**src/rtl/lfsr_pkg.sv**
```systemverilog
// Shared LFSR constants: minimum width and default maximal-length feedback masks.
package lfsr_pkg;

  localparam int unsigned LFSR_MIN_WIDTH = 4;
  localparam int unsigned LFSR_MAX_WIDTH = 32;

  // Masks for q_next = {q[W-2:0], ^(q & mask)}; bit W-1 always set.
  function automatic logic [31:0] lfsr_default_taps(input int unsigned width);
    logic [31:0] taps;
    taps = 32'h0;
    if (width >= LFSR_MIN_WIDTH && width <= LFSR_MAX_WIDTH) begin
      case (width)
        4:       taps = 32'h0000_0009;
        5:       taps = 32'h0000_0012;
        6:       taps = 32'h0000_0021;
        7:       taps = 32'h0000_0041;
        8:       taps = 32'h0000_008E;
        9:       taps = 32'h0000_0108;
        10:      taps = 32'h0000_0204;
        11:      taps = 32'h0000_0402;
        12:      taps = 32'h0000_0CA0;
        13:      taps = 32'h0000_1B00;
        14:      taps = 32'h0000_3500;
        15:      taps = 32'h0000_4001;
        16:      taps = 32'h0000_8805;
        17:      taps = 32'h0001_0004;
        18:      taps = 32'h0002_0040;
        19:      taps = 32'h0007_1000;
        20:      taps = 32'h0008_0004;
        21:      taps = 32'h0010_0002;
        22:      taps = 32'h0020_0001;
        23:      taps = 32'h0040_0010;
        24:      taps = 32'h0080_0043;
        25:      taps = 32'h0100_0004;
        26:      taps = 32'h0388_0000;
        27:      taps = 32'h0720_0000;
        28:      taps = 32'h0800_0004;
        29:      taps = 32'h1000_0002;
        30:      taps = 32'h3280_0000;
        31:      taps = 32'h4000_0004;
        32:      taps = 32'hE000_0200;
        default: taps = 32'h0;
      endcase
    end
    return taps;
  endfunction

endpackage

```
**src/rtl/lfsr_prbs_xor2.sv**
```systemverilog
// Two-input XOR leaf cell used by the feedback tree.
module lfsr_prbs_xor2 (
  input  logic a,
  input  logic b,
  output logic y
);

  assign y = a ^ b;

endmodule

```
**src/rtl/lfsr_prbs_xor_tree.sv**
```systemverilog
// N-input XOR reduction built as a balanced tree of lfsr_prbs_xor2 cells.
module lfsr_prbs_xor_tree #(
  parameter int unsigned N = 8
) (
  input  logic [N-1:0] a,
  output logic         y
);

  // Heap layout: node k combines nodes 2k+1 and 2k+2; leaves sit at N-1..2N-2.
  logic [2*N-2:0] node;

  for (genvar i = 0; i < N; i++) begin : g_leaf
    assign node[N-1+i] = a[i];
  end

  for (genvar k = 0; k < N - 1; k++) begin : g_node
    lfsr_prbs_xor2 u_xor2 (
      .a (node[2*k+1]),
      .b (node[2*k+2]),
      .y (node[k])
    );
  end

  assign y = node[0];

endmodule

```
**src/rtl/lfsr_prbs.sv**
```systemverilog
// Fibonacci LFSR PRBS generator with seed load, lock-up recovery and wrap detection.
// Define LFSR_PRBS_PERIOD_CNT_EN to add the step counter and the period_len output.
module lfsr_prbs
  import lfsr_pkg::*;
#(
  parameter int unsigned      WIDTH = 8,
  parameter logic [WIDTH-1:0] TAPS  = WIDTH'(lfsr_default_taps(WIDTH)),
  parameter logic [WIDTH-1:0] SEED  = WIDTH'(1)
) (
  input  logic             clk,
  input  logic             reset,
  input  logic             load,
  input  logic [WIDTH-1:0] seed_in,
  input  logic             en,
  output logic [WIDTH-1:0] q,
  output logic             sout,
  output logic             wrap,
  output logic             seed_err
`ifdef LFSR_PRBS_PERIOD_CNT_EN
  ,
  output logic [WIDTH-1:0] period_len
`endif
);

  logic [WIDTH-1:0] q_q, q_d;
  logic [WIDTH-1:0] start_q, start_d;
  logic             wrap_q, wrap_d;
  logic             seed_err_q, seed_err_d;
  logic             fb;
  logic [WIDTH-1:0] step;

  lfsr_prbs_xor_tree #(
    .N (WIDTH)
  ) u_fb (
    .a (q_q & TAPS),
    .y (fb)
  );

  assign step = {q_q[WIDTH-2:0], fb};

  // Priority below reset: load > en > hold.
  always_comb begin
    q_d        = q_q;
    start_d    = start_q;
    wrap_d     = 1'b0;
    seed_err_d = 1'b0;
    if (load) begin
      if (seed_in != '0) begin
        q_d     = seed_in;
        start_d = seed_in;
      end else begin
        q_d        = SEED;
        start_d    = SEED;
        seed_err_d = 1'b1;
      end
    end else if (en) begin
      if (q_q == '0) begin
        q_d = SEED;
      end else begin
        q_d    = step;
        wrap_d = (step == start_q);
      end
    end
  end

  always_ff @(posedge clk) begin
    if (reset) begin
      q_q        <= SEED;
      start_q    <= SEED;
      wrap_q     <= 1'b0;
      seed_err_q <= 1'b0;
    end else begin
      q_q        <= q_d;
      start_q    <= start_d;
      wrap_q     <= wrap_d;
      seed_err_q <= seed_err_d;
    end
  end

  assign q        = q_q;
  assign sout     = q_q[WIDTH-1];
  assign wrap     = wrap_q;
  assign seed_err = seed_err_q;

`ifdef LFSR_PRBS_PERIOD_CNT_EN
  logic [WIDTH-1:0] cnt_q, cnt_d;
  logic [WIDTH-1:0] period_q, period_d;

  always_comb begin
    cnt_d    = cnt_q;
    period_d = period_q;
    if (load) begin
      cnt_d = '0;
    end else if (en) begin
      if (wrap_d) begin
        period_d = cnt_q + 1'b1;
        cnt_d    = '0;
      end else begin
        cnt_d = cnt_q + 1'b1;
      end
    end
  end

  always_ff @(posedge clk) begin
    if (reset) begin
      cnt_q    <= '0;
      period_q <= '0;
    end else begin
      cnt_q    <= cnt_d;
      period_q <= period_d;
    end
  end

  assign period_len = period_q;
`else
  // Without the counter the wrap pulse is the only period indication.
`endif

endmodule
```
**config.mk**
```make
export PLATFORM = sky130hd
export DESIGN_NAME = lfsr_prbs
export DESIGN_NICKNAME = d
export VERILOG_FILES = /design/src/rtl/lfsr_pkg.sv /design/src/rtl/lfsr_prbs_xor2.sv /design/src/rtl/lfsr_prbs_xor_tree.sv /design/src/rtl/lfsr_prbs.sv
export SDC_FILE = /design/constraint.sdc
export NUM_CORES = 1
export LEC_CHECK = 0
export ABC_AREA = 1
export CAP_MARGIN = 0
export CORE_MARGIN = 4
export CORE_UTILIZATION = 53
export CTS_CLUSTER_SIZE = 14
export DETAILED_ROUTE_END_ITERATION = 10
export HOLD_SLACK_MARGIN = 0.03
export PLACE_DENSITY_LB_ADDON = 0.05
export REMOVE_ABC_BUFFERS = 1
export SYNTH_ARGS = -nofsm -noshare
export SYNTH_HDL_FRONTEND = slang
export SYNTH_HIERARCHICAL = 1
export SYNTH_SLANG_ARGS = --single-unit
```
**constraint.sdc**
```tcl
create_clock -name clk -period 2.3 [get_ports clk]
set_clock_uncertainty 0.05 [all_clocks]
set_input_delay 0.575 -clock clk [delete_from_list [all_inputs] [get_ports clk]]
set_output_delay 0.575 -clock clk [all_outputs]
set_load 0.01 [all_outputs]
```
==> results.md, run 1 <==
- Status: finished clean
- Post-synthesis compound-gate area fraction: around 11%
- Num CTS Buffers: 3
- Sequential share of power: around half
- Period Utilization, post-route: a little under nine tenths
- NetSw: ~200 uW
- Xor and xnor fraction of the mapped netlist area: between 5 and 6%
- First-pass GRT wire length: 3860 um
- Post-CTS Setup Repair Bufs: 0
- Synth Area in Simple Gates: 32.0%
- Nets: a little over 200
- Worst r2r src: q[3]
- Final ANT Viol Nets: 0
- Placed cell count: 212
- GRT overflow: 0
- Vias in the first global route: roughly 900
- Post-Route WL: approximately 2200 um
- Max-cap violation count: 0
- Post-DP HPWL: around 1800 um
- Flops & latches, synth: 18
- P_leak: ~0.60 nW
- Clk root buf: clkbuf_4
- I/O Pins: 23
- Tot GR Track Use: 19.0%
- Hold Path Cell Cnt: 2
- Core Region: around 0.0018 sq mm
- Count of different cell masters after synthesis: 22
- Reg2reg end: q[0]
- R2R depth: 15
- Sw frac: a little under a third
- Drt via density: 4.63
- Worst path cell trace: clkdlybuf4s50_1
- Largest family of logic cells by synthesized area: simple AND/OR/NAND/NOR gates
- Gate power share: 24.9%
- Hold buffer count at cts: 0
- Setup CP Type: reg -> out
- FMAX: 0.504 GHz
- Sink Count: 18
- Hold Path End: start_q[5]
- Worst Path Arrival: about 1.4 ns
- Number of port buffers: 22
- CP Max Fanout: 7
- CP bufs+invs: 1
- Initial DRT Pass Iterations: 4
- PD cells: a little over 500 mW/mm^2
- Final setup violation count: 0
- Initial Utilization: about three fifths
- Met3 Wirelength: around 150 um
- Post_cts resized: 0
- Hold Vio Cnt, Final: 0
- Most frequent cells in the layout: 57 x nand2_1, 31 x inv_1, 22 x clkdlybuf4s50_1
- Syn_area_per_cell: between 6 and 7 sq um
- Antenna diodes: 0
- Synthesized area: 0.00104 sq mm
- Nature of the critical path endpoint: output pin
- # DRC: 0
- Peak VDD IR: between 0.3 and 0.4 mV
- Htree depth: 1
- Clock Path Buffers: 2
- Layout Cells excl Fill: 215
- Wire per inst: approximately 10 um
- Startpoint types: flip-flop
- Routed wl met2: roughly 1000 um
- Rows: 15
- Die Wd: 52.3 um
- Antenna violations before repair: 0
- Worst Path Required: between 1.5 and 2 ns
- Post-Synth Adder-Cell Area: 0%
- Via count: approximately 1,000
- Fin util: between 70% and 80%
- Final GP Congestion: between 0.8 and 0.9
- P_int: around 470 uW
- CP delay by family, top: buffers and inverters
- Die area: between 0.002 and 0.003 sq mm
- TNS Setup: 0 ns
- Die Y: approximately 52 um
- Top Layer Used: met4
- # fillers: about 150
- Reg clk slew, reported paths: approximately 0.10 ns
- Crit path max-delay cell type: clkdlybuf4s50_1
- CP max stage delay: 0.59 ns
- RSZ-0062 raised after global routing: no
- Hold Path Origin: start_q[5]
- Pin count of the biggest net entering global routing: 13
- Area delta synth->final: 26.2%
- R2R Setup Slk: around 0.83 ns
- Post-layout min period: between 1.5 and 2 ns
- DRT met1 WL: 1010 um
- Seq/Total Area, Yosys: roughly 35%
- Critical path startpoint: q[1]
- Commonest non-fill, non-tap cell in the layout: nand2_1
- Clock power share: approximately a quarter
- Multiplexer share of the synthesized area: 0%
- Fraction of layout cells with a size suffix above 1: 6.32%
- Hold Crit Class: reg -> reg
- Syn Inst Count: between 150 and 200
- YS warnings: 6
- CTS tree: built
- Initial DRC Count: 23
- Worst-Skew Late Latency: around 0.30 ns
- Max-slew violations: 0
## routing by layer
| layer | vias up | GRT usage [%] |
|---|---|---|
| li1 | 538 | - |
| met1 | 416 | 24.4 |
| met2 | 35 | 29.3 |
| met3 | 6 | 4.27 |
| met4 | 0 | 9.79 |
| met5 | - | 0 |
## flip-flops by register name, indices dropped and copies added, names as in the netlist
register,count
seed_err,1
wrap,1
q,8
start_q,8
## worst max path at each step
stage,endpoint,slack [ns],depth (start not counted)
finish,q[1],0.32,1
global route,q[1],0.26,1
CTS,q[1],0.33,1
detailed placement,q[0],0.28,9
global placement,q[0],0.33,9
floorplan,q[0],0.97,13
## power by group through the flow
stage	registers (mW)	clock network (mW)	logic [mW]
floorplan	0.357	0	0.0954
global placement	0.356	0	0.165
detailed placement	0.356	0	0.167
CTS	0.349	0.157	0.168
global route	0.352	0.175	0.190
finish	0.349	0.158	0.168
## worst reg2reg max path, cell delays in order, from the launching register on
cell	delay, ns
dfxtp_1	0.44
inv_1	0.06
nand2_1	0.05
nand2_1	0.08
inv_1	0.07
nand2_1	0.04
nand2_1	0.07
inv_1	0.04
nand2_1	0.05
nand2_1	0.08
inv_1	0.06
o21ai_0	0.07
nand2_1	0.06
nand2_1	0.04
nand2_1	0.05
nand2_1	0.04
## cell families after synthesis
family	after synthesis
AND/OR/NAND/NOR	79
XOR/XNOR	6
other	1
AO/OA/AOI/OAI	19
buffers and inverters	37
flip-flops	18
## cells in the mapped netlist
| library cell | n | area [sq um] |
|---|---|---|
| xnor2_1 | 6 | 52.6 |
| buf_4 | 1 | 7.51 |
| buf_6 | 1 | 11.3 |
| o221ai_1 | 3 | 26.3 |
| nand3_2 | 1 | 10.0 |
| a21oi_1 | 8 | 40.0 |
| nand2_1 | 57 | 214 |
| o21ai_0 | 5 | 25.0 |
| a31oi_1 | 1 | 6.26 |
| nor2_2 | 3 | 18.8 |
| nand2_8 | 1 | 20.0 |
| nor2_1 | 12 | 45.0 |
| a211oi_1 | 1 | 7.51 |
| conb_1 | 1 | 3.75 |
| buf_12 | 1 | 20.0 |
| inv_6 | 2 | 17.5 |
| buf_1 | 1 | 3.75 |
| a31o_1 | 1 | 8.76 |
| dfxtp_1 | 18 | 360 |
| inv_1 | 31 | 116 |
| nor3_1 | 2 | 10.0 |
| nand3_1 | 3 | 15.0 |
## stage by stage
| stage | setup WS [ns] | total power, mW | hold WS, ns | area, sq um |
|---|---|---|---|---|
| after CTS | 0.333 | 0.674 | 0.436 | 1310 |
| after global placement | 0.328 | 0.521 | 0.420 | 1290 |
| final | 0.318 | 0.676 | 0.436 | 1310 |
| after detailed placement | 0.284 | 0.523 | 0.422 | 1290 |
| after floorplan | 0.972 | 0.452 | 0.393 | 1020 |
| after global routing | 0.264 | 0.717 | 0.462 | 1310 |
## final cells by class
type                    instances  area [sq um]  area share, %
well taps                      25          31.3           2.38
repair buffers                 24           235           17.9
multi-input cells             112           529           40.3
clock buffers                   3          22.5           1.72
inverters                      33           134           10.2
flip-flops and latches         18           360           27.5
Power figures use the tool's default switching activity.
==> run 2: changes to the inputs <==
--- a/config.mk
+++ b/config.mk
@@ -6,7 +6,6 @@
 export NUM_CORES = 1
 export LEC_CHECK = 0
 export ABC_AREA = 1
-export CAP_MARGIN = 0
 export CORE_MARGIN = 4
 export CORE_UTILIZATION = 53
 export CTS_CLUSTER_SIZE = 14
==> results of run 2 <==
Same layout as run 1: the final DEF is identical, and so are final timing and power.
==> run 3: changes to the inputs <==
--- a/config.mk
+++ b/config.mk
@@ -6,7 +6,6 @@
 export NUM_CORES = 1
 export LEC_CHECK = 0
 export ABC_AREA = 1
-export CORE_MARGIN = 4
 export CORE_UTILIZATION = 53
 export CTS_CLUSTER_SIZE = 14
 export DETAILED_ROUTE_END_ITERATION = 10
==> run 3 against run 2 <==
Critical path depth unchanged; sequential share of layout area shrank 0.28 points; register-to-register slack lost 0.02 ns; first-iteration DRC count increased by 120%; final cell count is 0.47% higher; non-clock buffer count is the same; global-route usage is 6.2 points higher; sequential power hardly changed; design area grew 1.0%; hold slack got worse by 0.0011 ns; core utilization increased by 0.77 points; critical endpoint unchanged.
==> results.md, run 3 (synthesized netlist as in run 1, its figures left out) <==
- Status: finished clean
- Commonest non-fill, non-tap cell in the layout: nand2_1
- Final GP Congestion: 0.878 (-2.2%)
- Die Y: 46.3 um (-11%)
- Initial DRC Count: 50 (+120%)
- Num CTS Buffers: 3 (unchanged)
- Pin count of the biggest net entering global routing: 13 (unchanged)
- CP delay by family, top: buffers and inverters
- Setup CP Type: reg -> out
- GRT overflow: 0 (unchanged)
- Nature of the critical path endpoint: output pin
- TNS Setup: 0 ns (unchanged)
- Antenna violations before repair: 0 (unchanged)
- Rows: 15 (unchanged)
- CTS tree: built
- Max-cap violation count: 0 (unchanged)
- Sink Count: 18 (unchanged)
- Tot GR Track Use: 25.2% (+6.2 points)
- Worst Path Required: 1.67 ns (about the same)
- Hold Vio Cnt, Final: 0 (unchanged)
- Worst-Skew Late Latency: 0.29 ns (about the same)
- Post-CTS Setup Repair Bufs: 0 (unchanged)
- Period Utilization, post-route: 85.4% (-0.83 points)
- Initial Utilization: 58.3% (unchanged)
- Post_cts resized: 0 (unchanged)
- RSZ-0062 raised after global routing: no
- Wire per inst: 10.6 um (+1.0%)
- Crit path max-delay cell type: clkdlybuf4s50_1
- Most frequent cells in the layout: 57 x nand2_1, 31 x inv_1, 22 x clkdlybuf4s50_1
- Peak VDD IR: 0.519 mV (+54%)
- Hold buffer count at cts: 0 (unchanged)
- Core Region: 0.00178 sq mm (unchanged)
- CP max stage delay: 0.58 ns (about the same)
- Drt via density: 4.74 (+2.4%)
- Post-Route WL: 2280 um (+1.5%)
- Nets: 204 (unchanged)
- First-pass GRT wire length: 3870 um (+0.16%)
- Initial DRT Pass Iterations: 4 (unchanged)
- Die Wd: 46.3 um (-11%)
- Max-slew violations: 0 (unchanged)
- Register area: 360 sq um (unchanged)
- Clock Path Buffers: 2 (unchanged)
- Final ANT Viol Nets: 0 (unchanged)
- Clk root buf: clkbuf_4
- Post-DP HPWL: 1850 um (+3.9%)
- Final setup violation count: 0 (unchanged)
- Area of the multi-input gates: 529 sq um (unchanged)
- Reg clk slew, reported paths: 0.11 ns (about the same)
- Hold Crit Class: reg -> reg
- Htree depth: 1 (unchanged)
- Area delta synth->final: 27.6%
- Dpl ws: 0.264 ns (-0.0206 ns)
- I/O Pins: 23 (unchanged)
- CP bufs+invs: 1 (unchanged)
- Worst path cell trace: clkdlybuf4s50_1
- # DRC: 0 (unchanged)
- Antenna diodes: 0 (unchanged)
- P_leak: 0.611 nW (+1.2%)
- Via count: 1,024 (+2.9%)
- Fraction of layout cells with a size suffix above 1: 6.81% (+0.49 points)
- Startpoint types: flip-flop
- Vias in the first global route: 975 (+5.5%)
- CP Max Fanout: 7 (unchanged)
- Worst Path Arrival: 1.34 ns (-0.02 ns)
- FMAX: 0.509 GHz (+0.97%)
- PD cells: 541 mW/mm^2 (+5.0%)
- Die area: 0.00214 sq mm (-22%)
- Post-layout min period: 1.96 ns (-0.0191 ns)
- # fillers: 141 (-4.1%)
- Final setup margin: 0.337 ns (+0.0191 ns)
- Number of port buffers: 22 (unchanged)
run 3: per-stage QoR:
| stage | cell area, sq um | utilization (%) | total power [mW] | hold WS (ns) | cells |
|---|---|---|---|---|---|
| 4_1_cts | 1330 | 74.4 | 0.718 | 0.438 | 216 |
| 5_1_grt | 1330 | 74.4 | 0.759 | 0.459 | 216 |
| 2_1_floorplan | 1020 | - | 0.452 | 0.393 | 163 |
| 3_5_place_dp | 1290 | 72.4 | 0.525 | 0.424 | 212 |
| 3_3_place_gp | 1290 | 72.4 | 0.521 | 0.417 | 212 |
| 6_report | 1330 | 74.4 | 0.717 | 0.435 | 216 |
run 3: final cells by class:
| class | count | area share, % |
|---|---|---|
| Multi-Input combinational cell | 112 | 39.9 |
| Tap cell | 25 | 2.36 |
| Inverter | 33 | 10.1 |
| Timing Repair Buffer | 24 | 17.7 |
| Sequential cell | 18 | 27.2 |
| Clock buffer | 4 | 2.74 |
run 3: per-layer routing:
| layer | track usage, % | wire, um | vias up | share of wire (%) |
|---|---|---|---|---|
| met5 | 0 | 0 | - | 0 |
| met4 | 12.9 | 80 | 0 | 3.5 |
| met3 | 5.88 | 92 | 10 | 4.0 |
| met2 | 42.3 | 1090 | 36 | 48 |
| met1 | 29.5 | 1020 | 446 | 45 |
| li1 | - | - | 532 | - |
run 3: power breakdown:
part | internal, mW | switching (mW)
clock | 0.0964 | 0.101
combinational | 0.0808 | 0.0896
sequential | 0.329 | 0.0199
run 3: final timing paths:
path	start	endpoint	slack (ns)	depth (start not counted)
worst max-delay path	q[1]	q[1]	0.34	1
worst min-delay path	start_q[2]	start_q[2]	0.44	2
worst max register to register	q[3]	q[0]	0.81	15
worst min register to register	start_q[2]	start_q[2]	0.44	2
